### src/rtl/fifo_stream_reader_if.sv
`default_nettype none
// ============================================================================
//  Module      : fifo_stream_reader_if
//  Description : Bundles the request, FIFO read-port and output-stream signals
//                of fifo_stream_reader. The slave modport is the reader's view;
//                the master modport is the surrounding system's view.
//  Revision    : 1.0 - initial release
// ============================================================================
interface fifo_stream_reader_if #(
  parameter int DATA_WIDTH = 8,
  parameter int LEN_WIDTH  = 8
);
  // Burst request channel
  logic                  req_valid;
  logic [LEN_WIDTH-1:0]  req_len;
  logic                  req_ready;
  // FIFO read port
  logic                  fifo_read_enable;
  logic [DATA_WIDTH-1:0] fifo_read_data;
  logic                  fifo_empty;
  // Output stream
  logic                  m_valid;
  logic                  m_ready;
  logic [DATA_WIDTH-1:0] m_data;
  logic                  m_last;
  // Status
  logic                  busy;

  modport slave (
    input  req_valid, req_len, fifo_read_data, fifo_empty, m_ready,
    output req_ready, fifo_read_enable, m_valid, m_data, m_last, busy
  );

  modport master (
    output req_valid, req_len, fifo_read_data, fifo_empty, m_ready,
    input  req_ready, fifo_read_enable, m_valid, m_data, m_last, busy
  );
endinterface
`default_nettype wire

### src/rtl/fifo_stream_reader.sv
`default_nettype none
// ============================================================================
//  Module      : fifo_stream_reader
//  Description : Accepts a burst-length request, reads that many words from a
//                FIFO read port (1-cycle read latency) and presents them as a
//                valid/ready stream with m_last on the final beat. A 2-entry
//                skid buffer with credit tracking sustains 1 beat/cycle while
//                absorbing downstream back-pressure without losing data.
//  Revision    : 1.0 - initial release
// ============================================================================
module fifo_stream_reader #(
  parameter int DATA_WIDTH = 8,
  parameter int LEN_WIDTH  = 8
) (
  input  wire logic            clk,
  input  wire logic            rstn,
  fifo_stream_reader_if.slave  bus
);

  localparam logic [LEN_WIDTH-1:0] c_LEN_ONE = LEN_WIDTH'(1);
  localparam logic [LEN_WIDTH-1:0] c_LEN_ZERO = '0;

  typedef enum logic [1:0] {
    IDLE  = 2'd0,
    BURST = 2'd1,
    FLUSH = 2'd2
  } state_t;

  state_t                r_state;
  state_t                w_state_nxt;
  logic [LEN_WIDTH-1:0]  r_issue_cnt;   // reads still to be issued
  logic [LEN_WIDTH-1:0]  r_beat_cnt;    // beats still to be accepted downstream
  logic                  r_inflight;    // a read was issued last cycle; data arrives now
  logic [1:0]            r_occ;         // skid buffer occupancy (0..2)
  logic [DATA_WIDTH-1:0] r_buf0;        // oldest entry, drives m_data
  logic [DATA_WIDTH-1:0] r_buf1;        // second entry

  logic                  w_pop;
  logic                  w_push;
  logic                  w_rd_en;
  logic                  w_req_take;
  logic                  w_last_pop;
  logic [1:0]            w_credit_after_pop;

  // A beat leaves when it is presented and accepted; a word lands one cycle
  // after its read strobe.
  assign w_pop  = (r_occ != 2'd0) && bus.m_ready;
  assign w_push = r_inflight;

  // Credit seen by the issue logic: stored words plus the word in flight,
  // minus a slot being vacated by a pop this same cycle.
  assign w_credit_after_pop = r_occ + {1'b0, r_inflight} - {1'b0, w_pop};

  assign w_rd_en = (r_state == BURST) && (r_issue_cnt != c_LEN_ZERO) &&
                   !bus.fifo_empty && (w_credit_after_pop < 2'd2);

  // Zero-length requests are handshaken but start nothing.
  assign w_req_take = (r_state == IDLE) && bus.req_valid && (bus.req_len != c_LEN_ZERO);
  assign w_last_pop = w_pop && (r_beat_cnt == c_LEN_ONE);

  // State register
  always_ff @(posedge clk or negedge rstn) begin
    if (!rstn) begin
      r_state <= IDLE;
    end else begin
      r_state <= w_state_nxt;
    end
  end

  // Next-state decode: leave BURST on the last issued read, leave FLUSH on
  // the accepted last beat.
  always_comb begin
    w_state_nxt = r_state;
    case (r_state)
      IDLE:    if (w_req_take) w_state_nxt = BURST;
      BURST:   if (w_rd_en && (r_issue_cnt == c_LEN_ONE)) w_state_nxt = FLUSH;
      FLUSH:   if (w_last_pop) w_state_nxt = IDLE;
      default: w_state_nxt = IDLE;
    endcase
  end

  // Issue and beat counters, both saturating at zero
  always_ff @(posedge clk or negedge rstn) begin
    if (!rstn) begin
      r_issue_cnt <= '0;
      r_beat_cnt  <= '0;
    end else if (w_req_take) begin
      r_issue_cnt <= bus.req_len;
      r_beat_cnt  <= bus.req_len;
    end else begin
      if (w_rd_en) r_issue_cnt <= r_issue_cnt - c_LEN_ONE;
      if (w_pop && (r_beat_cnt != c_LEN_ZERO)) r_beat_cnt <= r_beat_cnt - c_LEN_ONE;
    end
  end

  // Read-in-flight flag tracks the FIFO's one-cycle read latency
  always_ff @(posedge clk or negedge rstn) begin
    if (!rstn) begin
      r_inflight <= 1'b0;
    end else begin
      r_inflight <= w_rd_en;
    end
  end

  // Two-entry skid buffer kept in arrival order; r_buf0 is always the oldest
  always_ff @(posedge clk or negedge rstn) begin
    if (!rstn) begin
      r_occ  <= 2'd0;
      r_buf0 <= '0;
      r_buf1 <= '0;
    end else begin
      case ({w_push, w_pop})
        2'b10: begin
          if (r_occ == 2'd0) r_buf0 <= bus.fifo_read_data;
          else               r_buf1 <= bus.fifo_read_data;
          r_occ <= r_occ + 2'd1;
        end
        2'b01: begin
          r_buf0 <= r_buf1;
          r_occ  <= r_occ - 2'd1;
        end
        2'b11: begin
          // Occupancy unchanged; the new word queues behind whatever remains.
          if (r_occ == 2'd1) begin
            r_buf0 <= bus.fifo_read_data;
          end else begin
            r_buf0 <= r_buf1;
            r_buf1 <= bus.fifo_read_data;
          end
        end
        default: ;
      endcase
    end
  end

  assign bus.req_ready        = (r_state == IDLE);
  assign bus.busy             = (r_state != IDLE);
  assign bus.fifo_read_enable = w_rd_en;
  assign bus.m_valid          = (r_occ != 2'd0);
  assign bus.m_data           = r_buf0;
  assign bus.m_last           = (r_occ != 2'd0) && (r_beat_cnt == c_LEN_ONE);

endmodule
`default_nettype wire

### src/flat_wrapper.sv
// flat-port wrapper written by rule: the top's interface ports become plain ports
module fifo_stream_reader_flat 
#(
  parameter int DATA_WIDTH = 8,
  parameter int LEN_WIDTH  = 8
)
  (clk, rstn, bus_req_valid, bus_req_len, bus_fifo_read_data, bus_fifo_empty, bus_m_ready, bus_req_ready, bus_fifo_read_enable, bus_m_valid, bus_m_data, bus_m_last, bus_busy);
  fifo_stream_reader_if #(.DATA_WIDTH(DATA_WIDTH), .LEN_WIDTH(LEN_WIDTH)) bus_i ();
  input  wire logic clk;
  input  wire logic rstn;
  input wire logic [$bits(bus_i.req_valid)-1:0] bus_req_valid;
  input wire logic [$bits(bus_i.req_len)-1:0] bus_req_len;
  input wire logic [$bits(bus_i.fifo_read_data)-1:0] bus_fifo_read_data;
  input wire logic [$bits(bus_i.fifo_empty)-1:0] bus_fifo_empty;
  input wire logic [$bits(bus_i.m_ready)-1:0] bus_m_ready;
  output wire logic [$bits(bus_i.req_ready)-1:0] bus_req_ready;
  output wire logic [$bits(bus_i.fifo_read_enable)-1:0] bus_fifo_read_enable;
  output wire logic [$bits(bus_i.m_valid)-1:0] bus_m_valid;
  output wire logic [$bits(bus_i.m_data)-1:0] bus_m_data;
  output wire logic [$bits(bus_i.m_last)-1:0] bus_m_last;
  output wire logic [$bits(bus_i.busy)-1:0] bus_busy;
  assign bus_i.req_valid = bus_req_valid;
  assign bus_i.req_len = bus_req_len;
  assign bus_i.fifo_read_data = bus_fifo_read_data;
  assign bus_i.fifo_empty = bus_fifo_empty;
  assign bus_i.m_ready = bus_m_ready;
  assign bus_req_ready = bus_i.req_ready;
  assign bus_fifo_read_enable = bus_i.fifo_read_enable;
  assign bus_m_valid = bus_i.m_valid;
  assign bus_m_data = bus_i.m_data;
  assign bus_m_last = bus_i.m_last;
  assign bus_busy = bus_i.busy;
  fifo_stream_reader #(.DATA_WIDTH(DATA_WIDTH), .LEN_WIDTH(LEN_WIDTH)) u_core (.clk(clk), .rstn(rstn), .bus(bus_i));
endmodule
### config.mk
export PLATFORM = sky130hd
export DESIGN_NAME = fifo_stream_reader_flat
export DESIGN_NICKNAME = d
export VERILOG_FILES = /design/src/rtl/fifo_stream_reader_if.sv /design/src/rtl/fifo_stream_reader.sv /design/src/flat_wrapper.sv
export SDC_FILE = /design/constraint.sdc
export NUM_CORES = 1
export LEC_CHECK = 0
export ABC_CLOCK_PERIOD_IN_PS = 5500
export CAP_MARGIN = 15
export CORE_ASPECT_RATIO = 0.6
export CORE_UTILIZATION = 55
export DETAILED_ROUTE_END_ITERATION = 8
export GPL_ROUTABILITY_DRIVEN = 0
export PLACE_DENSITY = 0.85
export SYNTH_ARGS = -nofsm -noshare
export SYNTH_HDL_FRONTEND = slang
export SYNTH_SLANG_ARGS = --single-unit
### constraint.sdc
create_clock -name clk -period 5.5 [get_ports clk]
set_input_delay 1.1 -clock clk [delete_from_list [all_inputs] [get_ports clk]]
set_output_delay 1.1 -clock clk [all_outputs]
set_load 0.05 [all_outputs]
==> results by group <==
Run status
  – Status: complete, no violations

Finish
  – Area growth syn-to-layout: 23.6%
  – # diodes: 0
  – Util after Layout: 73.6%
  – Layout cells sized above 1: 12.4%
  – Post-layout net count: 262

Power
  – Leakage: 0.00110 µW
  – Comb power frac: 53.7%
  – Pint: 877 µW
  – Cell area power density: 627 mW/mm²
  – Peak VDD IR: 353 µV
  – Switching share of power: 43.9%
  – Clock network power share: 13.4%
  – Net Sw Power: 686 µW
  – Register share of total power: 32.9%

Global routing
  – Total track usage: 25.3%
  – Global-route wire length before repair: 7280 µm
  – Gr ovfl total: 0
  – Vias in the first global route: 1,505
  – Antenna violations before repair: 0
  – Largest net degree at the start of global routing: 38

Timing
  – Minimum clock period: 5.13 ns
  – Final Hold Vio Count: 0
  – Fin Setup TNS: 0 ns
  – Fmax: 195 MHz
  – Worst-Margin Slew: 0.941 ns
  – Final period util: 93.3%
  – Unrepaired setup endpoints after global routing: no
  – Worst clock skew: 0.00643 ns
  – Pins over their slew limit: 0
  – Setup violations, final: 0
  – Slew margin rel.: 37.3%

Synthesis
  – Post-synth ARST share: 100%
  – Post-Synth XOR/XNOR Area: 4.78%
  – Commonest register cell after synthesis: dfrtp_1
  – FF+latch count, synth: 37
  – Yosys warns: 0
  – Adder-cell area share of the yosys netlist: 4.97%
  – Simple-gate share of the synthesized area: 14.8%
  – Mapped Nets: 224
  – Netlist cell types: 40
  – Sequential fraction of the synthesis area: 45.9%
  – Post-synthesis compound-gate area fraction: 14.3%
  – Main combinational cell family by area after synthesis: simple AND/OR/NAND/NOR gates
  – Syn Area/Cell: 10.3 µm²
  – Mapped Cells: 195
  – Synthesized cell area: 0.00202 mm²
  – Number of synthesized flops with an enable pin: 0
  – Post-synthesis mux area share: 11.0%

Floorplanning
  – Die height: 48.9 µm
  – Die Wd: 80.2 µm
  – Num rows: 16
  – IO Pins: 34
  – Core Area: 0.00338 mm²
  – Die area: 0.00392 mm²
  – Starting Density: 59.6%

Critical path
  – FF-to-FF End: u_core.r_issue_cnt[4]
  – WS Path Type: in -> out
  – Crit path capture type: output pin
  – Max FO, Critical Path: 14
  – Crit. Startpoint: bus_m_ready
  – Crit path capture: bus_fifo_read_enable
  – Worst path arrival time: 4.03 ns
  – Critical path data required time: 4.40 ns
  – Worst reg2reg path depth: 10
  – R2r setup slk: 2.41 ns
  – RR Startpoint: u_core.r_occ[0]
  – Startpoint type of the worst setup path: input port

Clock network
  – CTS Root Cell: clkbuf_8
  – CTS Buf Count: 5
  – Clock slew at reported path FFs: 0.07 ns
  – CTS resizes: 0
  – # hold bufs at CTS: 0
  – Htree depth: 2
  – Clk_lat worst skew: 0.29 ns
  – Post-CTS Setup Inserts: 0
  – Clock buffer depth: 2
  – CTS tree: yes
  – CTS sink count: 37

Route
  – Routed Antenna Nets: 0
  – TritonRoute pass-1 iters: 4
  – DRC violations left: 0
  – Initial DRC count: 110
  – Vias: 1,551
  – Drt wl/cell: 15.6 µm
  – Final wirelength: 4350 µm
  – Via density: 5.56

Placed design
  – DPL Wire Length: 3100 µm
  – Number of buffers added on ports: 33

Flow run
  – Max Cap Violations: 0

Hold path
  – Hold Path Class: reg -> reg
## state kept, by name (all words and copies together) (netlist names)
register and count:
u_core.bus.m_data 8, u_core.r_beat_cnt 8, u_core.r_occ 2, u_core.r_inflight 1, u_core.r_state 2, u_core.r_buf1 8
u_core.r_issue_cnt 8
## critical path, stage by stage
cell,delay [ns]
clkdlybuf4s50_1,0.50
nor2b_1,0.25
inv_1,0.13
ha_1,0.34
nor2b_1,0.17
xnor3_4,0.44
o211ai_4,0.22
inv_1,0.15
clkdlybuf4s50_1,0.75
## kinds of logic after synthesis
kind of cell,Yosys count
xor+xnor,9
flops,37
buf+inv,18
simple gates,59
compound gates,43
fa+ha+maj,8
mux,21
## cell usage after synthesis (all sizes together), types with 4 or more instances
master	count	share of area (%)
nor2	14	2.6
a21oi	4	0.99
a221o	4	2.0
dfrtp	37	46
ha	8	5.0
nand2	21	3.9
o21ai	22	5.5
mux2i	12	6.0
mux2	9	5.0
nor2b	4	1.2
nor4	4	1.2
inv	14	2.6
xnor2	6	2.6
## cells in the final DEF, fill, tap and decap left out, types with 7 or more instances in the layout
master | netlist | layout
clkbuf_8 | 1 | 7
clkdlybuf4s50_1 | 0 | 33
dfrtp_1 | 37 | 37
ha_1 | 8 | 8
inv_1 | 14 | 14
mux2_2 | 9 | 9
mux2i_1 | 12 | 12
nand2_1 | 21 | 21
nor2_1 | 14 | 14
o21ai_0 | 21 | 21
## layer usage
metal / vias to the layer above / GRT usage (%) / wire (µm)
met5: - / 0 / 0
met4: 0 / 9.23 / 74
met3: 10 / 6.36 / 159
met2: 34 / 36.3 / 1870
met1: 743 / 37.1 / 2250
li1: 764 / - / -
## stage by stage
stage | power, µW | hold slack [ns] | cell area [µm²] | setup slack [ns] | instances
floorplan | 1130 | 0.433 | 2020 | 1.60 | 195
global placement | 1310 | 0.463 | 2390 | 0.472 | 271
detailed placement | 1340 | 0.471 | 2390 | 0.406 | 271
CTS | 1560 | 0.482 | 2490 | 0.382 | 279
global route | 1670 | 0.502 | 2490 | 0.211 | 279
finish | 1560 | 0.480 | 2490 | 0.366 | 279
## worst min path at each step
stage / from / end / slack, ns / depth (start not counted)
detailed placement: u_core.bus.m_data[4] / u_core.bus.m_data[4] / 0.47 / 2
global placement: u_core.bus.m_data[4] / u_core.bus.m_data[4] / 0.46 / 2
floorplan: u_core.r_state[1] / u_core.r_state[0] / 0.43 / 1
CTS: u_core.r_state[1] / u_core.r_state[0] / 0.48 / 1
global route: u_core.r_state[1] / u_core.r_state[0] / 0.50 / 1
finish: u_core.bus.m_data[4] / u_core.bus.m_data[4] / 0.48 / 2
## layout make-up
type	instances	area, µm²
tap	45	56.3
fill	236	892
inverter	14	52.6
multi-input combinational	140	1010
timing repair buffer	35	345
clock inverter	1	5.00
clock buffer	7	96.3
sequential	37	926
## power groups by stage
stage / Combinational (µW) / Sequential [µW] / Clock, µW
final: 839 / 515 / 209
after global routing: 916 / 533 / 223
after CTS: 839 / 511 / 210
after detailed placement: 827 / 512 / 0
after global placement: 808 / 507 / 0
after floorplan: 545 / 587 / 0
No activity file was read; power rests on OpenSTA's default activity.
